`src/rtl/mpu_pkg.sv`:
```
// Shared types and default geometry for the matrix-unit result path.
package mpu_pkg;

    typedef enum logic {
        ACCUM = 1'b0,
        DRAIN = 1'b1
    } acc_state_e;

    localparam int OUT_WIDTH = 16;
    localparam int ACC_WIDTH = 32;
    localparam int SA_ROWS   = 2;
    localparam int SA_COLS   = 2;

endpackage

```
`src/rtl/acc_lane.sv`:
```
// One accumulator element: sign-extend a result element and either load it or add it.
module acc_lane #(
    parameter int OUT_WIDTH = mpu_pkg::OUT_WIDTH,
    parameter int ACC_WIDTH = mpu_pkg::ACC_WIDTH
) (
    input  logic signed [OUT_WIDTH-1:0] din,
    input  logic signed [ACC_WIDTH-1:0] acc_in,
    input  logic                        overwrite,
    output logic signed [ACC_WIDTH-1:0] acc_out
);

    logic signed [ACC_WIDTH-1:0] ext;

    assign ext     = ACC_WIDTH'(din);
    // Plain two's-complement add: wraps modulo 2^ACC_WIDTH, no saturation.
    assign acc_out = overwrite ? ext : acc_in + ext;

endmodule

```
`src/rtl/result_accumulator.sv`:
```
// Sums k partial-result tiles from the systolic array, then drains the summed tile row by row.
module result_accumulator #(
    parameter int OUT_WIDTH = mpu_pkg::OUT_WIDTH,
    parameter int ACC_WIDTH = mpu_pkg::ACC_WIDTH,
    parameter int SA_ROWS   = mpu_pkg::SA_ROWS,
    parameter int SA_COLS   = mpu_pkg::SA_COLS
) (
    input  logic                         clock,
    input  logic                         reset,
    input  logic [7:0]                   io_k_tiles,
    input  logic                         io_in_valid,
    output logic                         io_in_ready,
    input  logic [SA_COLS*OUT_WIDTH-1:0] io_in_bits_c,
    output logic                         io_out_valid,
    input  logic                         io_out_ready,
    output logic [SA_COLS*ACC_WIDTH-1:0] io_out_bits_acc,
    output logic                         io_out_bits_last
);

    import mpu_pkg::acc_state_e;
    import mpu_pkg::ACCUM;
    import mpu_pkg::DRAIN;

    localparam int RW = (SA_ROWS > 1) ? $clog2(SA_ROWS) : 1;
    localparam logic [RW-1:0] LAST_ROW = RW'(SA_ROWS - 1);

    acc_state_e     state_q, state_d;
    logic [RW-1:0]  row_q, row_d;
    logic [RW-1:0]  drain_q, drain_d;
    logic [7:0]     tile_q, tile_d;
    logic [7:0]     k_q, k_d;
    logic [ACC_WIDTH-1:0] acc_q [SA_ROWS][SA_COLS];
    logic [ACC_WIDTH-1:0] lane_sum [SA_COLS];

    logic       in_hs;
    logic       first_beat;
    logic [7:0] k_in_eff;
    logic [7:0] k_cur;

    assign in_hs      = io_in_valid && (state_q == ACCUM);
    assign first_beat = (tile_q == 8'd0) && (row_q == '0);
    assign k_in_eff   = (io_k_tiles == 8'd0) ? 8'd1 : io_k_tiles;
    // The group's first beat must already see the k it is about to latch.
    assign k_cur      = first_beat ? k_in_eff : k_q;

    for (genvar j = 0; j < SA_COLS; j++) begin : g_lane
        acc_lane #(
            .OUT_WIDTH(OUT_WIDTH),
            .ACC_WIDTH(ACC_WIDTH)
        ) u_lane (
            .din      (io_in_bits_c[j*OUT_WIDTH +: OUT_WIDTH]),
            .acc_in   (acc_q[row_q][j]),
            .overwrite(tile_q == 8'd0),
            .acc_out  (lane_sum[j])
        );
    end

    always_comb begin
        state_d = state_q;
        row_d   = row_q;
        tile_d  = tile_q;
        drain_d = drain_q;
        k_d     = k_q;
        unique case (state_q)
            ACCUM: begin
                if (io_in_valid) begin
                    if (first_beat) k_d = k_in_eff;
                    if (row_q == LAST_ROW) begin
                        row_d = '0;
                        if (tile_q == k_cur - 8'd1) begin
                            tile_d  = 8'd0;
                            state_d = DRAIN;
                        end else begin
                            tile_d = tile_q + 8'd1;
                        end
                    end else begin
                        row_d = row_q + RW'(1);
                    end
                end
            end
            DRAIN: begin
                if (io_out_ready) begin
                    if (drain_q == LAST_ROW) begin
                        drain_d = '0;
                        state_d = ACCUM;
                    end else begin
                        drain_d = drain_q + RW'(1);
                    end
                end
            end
        endcase
    end

    always_ff @(posedge clock or posedge reset) begin
        if (reset) begin
            state_q <= ACCUM;
            row_q   <= '0;
            drain_q <= '0;
            tile_q  <= 8'd0;
            k_q     <= 8'd1;
            acc_q   <= '{default: '0};
        end else begin
            state_q <= state_d;
            row_q   <= row_d;
            drain_q <= drain_d;
            tile_q  <= tile_d;
            k_q     <= k_d;
            if (in_hs) begin
                for (int j = 0; j < SA_COLS; j++) acc_q[row_q][j] <= lane_sum[j];
            end
        end
    end

    // Reset gates ready so nothing is offered while the block is held in reset.
    assign io_in_ready      = (state_q == ACCUM) && !reset;
    assign io_out_valid     = (state_q == DRAIN);
    assign io_out_bits_last = (state_q == DRAIN) && (drain_q == LAST_ROW);

    always_comb begin
        io_out_bits_acc = '0;
        if (state_q == DRAIN) begin
            for (int j = 0; j < SA_COLS; j++)
                io_out_bits_acc[j*ACC_WIDTH +: ACC_WIDTH] = acc_q[drain_q][j];
        end
    end

endmodule

```
`config.mk`:
```
export PLATFORM = sky130hd
export DESIGN_NAME = result_accumulator
export DESIGN_NICKNAME = d
export VERILOG_FILES = /design/src/rtl/mpu_pkg.sv /design/src/rtl/acc_lane.sv /design/src/rtl/result_accumulator.sv
export SDC_FILE = /design/constraint.sdc
export NUM_CORES = 1
export LEC_CHECK = 0
export CAP_MARGIN = 20
export CELL_PAD_IN_SITES_DETAIL_PLACEMENT = 1
export CELL_PAD_IN_SITES_GLOBAL_PLACEMENT = 1
export CORE_UTILIZATION = 45
export DETAILED_ROUTE_END_ITERATION = 10
export GPL_TIMING_DRIVEN = 0
export PLACE_DENSITY = 0.93
export SLEW_MARGIN = 30
export SYNTH_ARGS = -nofsm -noshare
export SYNTH_HDL_FRONTEND = slang
export SYNTH_SLANG_ARGS = --single-unit
```
`constraint.sdc`:
```
create_clock -name clock -period 6.8 [get_ports clock]
set_clock_uncertainty 0.05 [all_clocks]
set_input_delay 1.02 -clock clock [delete_from_list [all_inputs] [get_ports clock]]
set_output_delay 1.02 -clock clock [all_outputs]
set_load 0.02 [all_outputs]
```
==> results.py, run 1 <==
metrics = {
    "run_status": {
        "status": "completed",
    },
    "sta": {
        "slew_headroom_pct": 30.0,
        "worstMarginPinSlew_ns": 1.05,
        "setup_viol_count_final": 0,
        "whs_ns": 0.459,
        "max_freq_ghz": 0.171,
        "period_share_pct": 86.1,
        "final_hold_viol_count": 0,
        "slew_violations": 0,
        "fin_crit_ns": 5.86,
        "rsz0062_at_grt": "no",
    },
    "synth": {
        "synth_ff_type": "dfrtp_1",
        "syn-num-nets": 1476,
        "synth_seq_cells": 147,
        "yosysWarnings": 0,
        "synth.yosys.seq_area_share_pct": 31.9,
        "yosysUniqueCellTypes": 71,
        "async_flop_share_pct": 100,
        "synth_edf_count": 0,
        "avgSynthCellArea_sq_um": 8.45,
        "synthesis.area_sq_um": 11500,
        "postSynthCellCount": 1365,
    },
    "drt": {
        "vias_per_cell": 6.13,
        "drt_pass1_iterations": 6,
        "vias": 11277,
        "final_antenna_net_count": 0,
        "routed_wl_um": 40000,
        "drt_iter0_markers": 651,
        "wire_per_inst_um": 21.7,
        "drc": 0,
    },
    "clock_network": {
        "cts.path.max_buffers": 2,
        "cts.htree.levels": 4,
        "cts_tree": "built",
        "clk_latency_ns": 0.45,
        "cts_made_buffers": 17,
        "cts_hold_buf": 0,
        "post_cts_buffers": 0,
        "cts.sinks": 147,
        "cts-root-buf": "clkbuf_16",
        "cts_resized": 0,
        "clkTransAtPathRegs_ns": 0.07,
    },
    "cells_and_area": {
        "nets": 1606,
        "drive_above_1_share_pct": 8.16,
        "area_growth_pct": 18.5,
        "final_common_cell": "nand2_1",
        "fin_area_sq_um": 13700,
        "final_cell_mix": "188 x nand2_1, 163 x o21ai_0, 146 x dfrtp_1, 109 x clkdlybuf4s50_1, 106 x a21oi_1",
    },
    "floorplanning": {
        "die_w_um": 162,
        "io_pins": 111,
        "fp.dieArea_sq_um": 26300,
        "placementRows": 58,
        "die_y_um": 162,
        "fp.coreArea_sq_um": 25200,
        "start_util_pct": 45.8,
    },
    "power": {
        "clkPwrFrac_pct": 15.1,
        "leakage_uw": 0.00585,
        "seqPwrFrac_pct": 24.5,
        "swShare_pct": 47.3,
        "p_int_uw": 3430,
        "vdd_drop_max_v": 0.000176,
        "power_frac_comb_pct": 60.4,
        "switchingPower_uw": 3080,
        "p_per_area_nw_per_um2": 477,
    },
    "place": {
        "globalplace.congestion": 0.906,
        "dp_hpwl_um": 28500,
        "port_buffers": 110,
        "dpl_cell_area_sq_um": 13100,
    },
    "global_route": {
        "grt-ovfl-total": 0,
        "grt_max_degree": 78,
        "grt_pass1_wl_um": 64300,
        "first_global_vias": 11910,
        "top_usage_layer": "met2",
        "grt.met1_usage_pct": 38.8,
        "grt_antenna_before_repair": 2,
        "grt_use_met3_pct": 4.85,
        "grt_util_met2_pct": 53.3,
        "track_usage_pct": 31.1,
    },
    "hold_path": {
        "min_path_cells": 2,
        "min_path_type": "reg2reg",
    },
    "worst_setup_path": {
        "crit_path_max_fanout": 10,
        "crit_arrival_ns": 6.15,
        "setup.worst_path.end_class": "register",
        "critical_path_class": "reg2reg",
        "cp_data_required_time_ns": 7.10,
        "reg2regPathDepth": 15,
        "startpoint_type": "register",
    },
    "job": {
        "maxCapViolations": 0,
    },
}
[path summary, 6_finish.rpt]
check	from	endpoint	slack (ns)
min in group asynchronous	reset	io_out_valid	1.06
setup / recovery	row_q	acc_q[62]	0.94
setup reg to reg	row_q	acc_q[62]	0.94
hold reg to reg	acc_q[5]	acc_q[5]	0.46
hold / removal	acc_q[5]	acc_q[5]	0.46
max in group asynchronous	reset	acc_q[101]	4.85
[flip-flops by register name, summed over array words and instances (netlist names)]
signal and cells:
acc_q 128, k_q 8, tile_q 8, drain_q 1, io_out_valid 1, row_q 1
[worst max-delay path, cell delays in order, from the launching register on]
cell       delay, ns
dfrtp_1         0.33
clkbuf_1        0.31
clkbuf_1        0.49
clkbuf_1        0.70
mux2_2          0.30
ha_1            0.18
inv_1           0.07
fa_1            0.42
nor2b_1         0.20
o2111ai_1       0.19
a2111oi_0       0.79
o31ai_1         0.38
o31ai_1         0.62
a41oi_1         0.23
xor2_1          0.21
a311oi_1        0.27
[cell usage after synthesis (all sizes together), types with 10 or more instances]
library cell	instances	share of area, %
mux2i	80	7.0
clkbuf	72	2.3
inv	26	0.85
xnor2	40	3.0
o21ai	164	7.1
a21oi	106	4.6
xor2	24	1.8
a31oi	16	0.87
nor2	59	1.9
nand2	188	6.1
buf	10	0.41
dfrtp	146	32
mux2	73	7.1
and3	13	0.71
a211oi	11	0.72
nand3	19	0.82
nor2b	72	3.9
nor3	22	0.95
or3	10	0.55
a21o	41	2.7
ha	65	7.1
[final cells by class]
| cell class | count | area [sq um] |
|---|---|---|
| multi-input cells | 1110 | 7440 |
| repair buffers | 111 | 1120 |
| flip-flops and latches | 147 | 3680 |
| clock inverters | 12 | 131 |
| plain buffers | 82 | 318 |
| clock buffers | 20 | 457 |
| diodes | 1 | 2.50 |
| well taps | 330 | 413 |
| inverters | 26 | 105 |
| fillers | 2947 | 11500 |
[power by group through the flow]
stage	logic (uW)	clock network, uW	registers, uW
finish	3930	985	1600
global route	4310	1010	1640
CTS	3880	981	1590
detailed placement	3770	0	1600
global placement	3560	0	1550
floorplan	2860	0	1500
[kinds of logic after synthesis]
family / synth area share (%)
simple gates: 17.7
compound gates: 20.4
mux: 14.1
flops: 31.9
buf+inv: 3.60
fa+ha+maj: 7.40
xor+xnor: 4.86
[metal layers]
| layer | up-vias | routed length [um] |
|---|---|---|
| li1 | 5152 | - |
| met3 | 90 | 2190 |
| met5 | - | 0 |
| met4 | 0 | 1220 |
| met2 | 336 | 19600 |
| met1 | 5699 | 17000 |
[per-stage QoR]
stage / instances / setup slack (ns) / TNS [ns] / util, % / power [uW]
after global routing: 1838 / 0.546 / 0 / 54.3 / 6970
after global placement: 1805 / -0.200 / -26.43 / 51.8 / 5110
final: 1839 / 0.944 / 0 / 54.3 / 6520
after detailed placement: 1806 / 1.04 / 0 / 51.9 / 5370
after floorplan: 1365 / 1.78 / 0 / - / 4360
after CTS: 1838 / 1.07 / 0 / 54.3 / 6450
(Power assumes the default switching activity.)
==> inputs of run 2 (changes only) <==
- CTS_CLUSTER_DIAMETER: unset -> 150
==> results of run 2 <==
The final DEF is identical to that of run 1; final timing and power are the same.
==> inputs of run 3 (changes only) <==
- MAX_ROUTING_LAYER: unset -> met4
==> run 3 against run 2 <==
Cell area about the same. Sequential power about the same. Power increased by 0.25%. Largest cell class unchanged. Highest routed layer unchanged.
==> results.py, run 3 (same netlist as run 1, synthesis figures left out) <==
metrics = {
    "clock_network": {
        "cts.path.max_buffers": 2,
        "cts_made_buffers": 17,
        "cts_resized": 0,
        "post_cts_buffers": 0,
        "cts-root-buf": "clkbuf_16",
        "clk_latency_ns": 0.46,
        "cts_hold_buf": 0,
        "cts_tree": "built",
        "clkTransAtPathRegs_ns": 0.07,
        "cts.htree.levels": 4,
        "cts.sinks": 147,
    },
    "sta": {
        "max_freq_ghz": 0.165,
        "final_hold_viol_count": 0,
        "worstMarginPinSlew_ns": 0.926,
        "slew_headroom_pct": 37.7,
        "setup_viol_count_final": 0,
        "fin_crit_ns": 6.05,
        "slew_violations": 0,
        "setup_tns_ns": 0,
        "rsz0062_at_grt": "no",
        "period_share_pct": 88.9,
    },
    "worst_setup_path": {
        "path_buf_inv": 4,
        "critPathMaxStageDelay_ns": 0.72,
        "setup.worst_path.end_class": "register",
        "crit_path_max_fanout": 10,
        "cp_data_required_time_ns": 7.09,
        "crit_slowest_cell": "a2111oi_0",
        "critPathMostFrequentCell": "clkbuf_1",
        "startpoint_type": "register",
        "critical_path_class": "reg2reg",
        "crit_arrival_ns": 6.34,
        "cp_cell_sequence": "clkbuf_1, clkbuf_1, clkbuf_1, mux2_2, ha_1, inv_1, fa_1, nor2b_1, o2111ai_1, a2111oi_0, o31ai_1, o31ai_1, a41oi_1, xor2_1, a311oi_1",
        "cp_top_family": "compound AO/OA/AOI/OAI gates",
    },
    "power": {
        "p_per_area_nw_per_um2": 478,
        "leakage_uw": 0.00583,
        "vdd_drop_max_v": 0.000213,
        "p_total_uw": 6530,
    },
    "drt": {
        "vias_per_cell": 6.22,
        "wire_per_inst_um": 22.3,
        "drc": 0,
        "drt_pass1_iterations": 5,
        "vias": 11435,
        "drt_iter0_markers": 787,
        "routed_wl_um": 41000,
        "final_antenna_net_count": 0,
    },
    "cells_and_area": {
        "fin_area_sq_um": 13700,
        "area_growth_pct": 18.5,
        "drive_above_1_share_pct": 8.16,
        "final_common_cell": "nand2_1",
        "top_regs": "acc_q (128), k_q (8), tile_q (8)",
        "largest_register_ffs": 128,
        "fin_util_pct": 54.3,
        "nets": 1606,
        "top_register": "acc_q",
        "final_cell_mix": "188 x nand2_1, 163 x o21ai_0, 146 x dfrtp_1, 110 x clkdlybuf4s50_1, 106 x a21oi_1",
    },
    "run_status": {
        "status": "completed",
    },
    "place": {
        "port_buffers": 110,
        "dp_hpwl_um": 28800,
        "dpl_cell_area_sq_um": 13100,
        "globalplace.congestion": 0.907,
    },
    "global_route": {
        "grt_antenna_before_repair": 1,
        "grt-ovfl-total": 0,
        "grt_max_degree": 78,
        "first_global_vias": 12283,
        "track_usage_pct": 33.2,
        "grt_pass1_wl_um": 66200,
    },
    "floorplanning": {
        "start_util_pct": 45.8,
        "io_pins": 111,
        "placementRows": 58,
        "die_w_um": 162,
        "fp.coreArea_sq_um": 25200,
        "fp.dieArea_sq_um": 26300,
        "die_y_um": 162,
    },
    "job": {
        "maxCapViolations": 0,
    },
    "hold_path": {
        "min_path_type": "reg2reg",
    },
}
## run 3: cell types whose count changed in the layout (fill, tap and decap cells not counted), sizes merged
| cell | change |
|---|---|
| clkinv | -1 |
| clkdlybuf4s50 | +1 |
| clkinvlp | +3 |
| inv | -1 |
| buf | -2 |
## run 3: final cells by class
cell class | instances | area [sq um]
Buffer | 82 | 319
Fill cell | 2980 | 11500
Inverter | 26 | 105
Antenna cell | 1 | 2.50
Timing Repair Buffer | 111 | 1130
Tap cell | 330 | 413
Clock inverter | 13 | 136
Multi-Input combinational cell | 1110 | 7440
Sequential cell | 147 | 3680
Clock buffer | 19 | 443
## run 3: worst paths after layout
kind / startpoint / to / slack, ns / depth (start not counted)
max: row_q / acc_q[62] / 0.75 / 15
min: acc_q[120] / acc_q[120] / 0.45 / 2
max reg2reg: row_q / acc_q[62] / 0.75 / 15
min reg2reg: acc_q[120] / acc_q[120] / 0.45 / 2
max in group asynchronous: reset / acc_q[100] / 4.86 / 3
min in group asynchronous: reset / acc_q[93] / 1.04 / 2
## run 3: tightest hold or removal path, cell delays in order, from the launching register on
cell     delay [ns]
dfrtp_1        0.36
nand2_1        0.05
o21ai_0        0.06
## run 3: power breakdown
part | leakage [uW] | internal, uW | switching (uW) | total, uW
Clock | 0.000263 | 547 | 422 | 969
Sequential | 0.00178 | 1270 | 332 | 1600
Combinational | 0.00379 | 1610 | 2360 | 3960
## run 3: stage by stage
step	instances	worst slack (ns)	hold slack, ns
5_1_grt	1839	0.493	0.479
6_report	1839	0.753	0.451
3_3_place_gp	1805	-0.243	0.427
3_5_place_dp	1806	0.979	0.443
4_1_cts	1838	0.819	0.457
2_1_floorplan	1365	1.78	0.415
## run 3: routing by layer
| metal | GRT usage (%) | part of all wire, % |
|---|---|---|
| met5 | - | 0 |
| met2 | 55.4 | 49 |
| met3 | 5.29 | 5.2 |
| met4 | 16.3 | 4.0 |
| met1 | 38.7 | 42 |
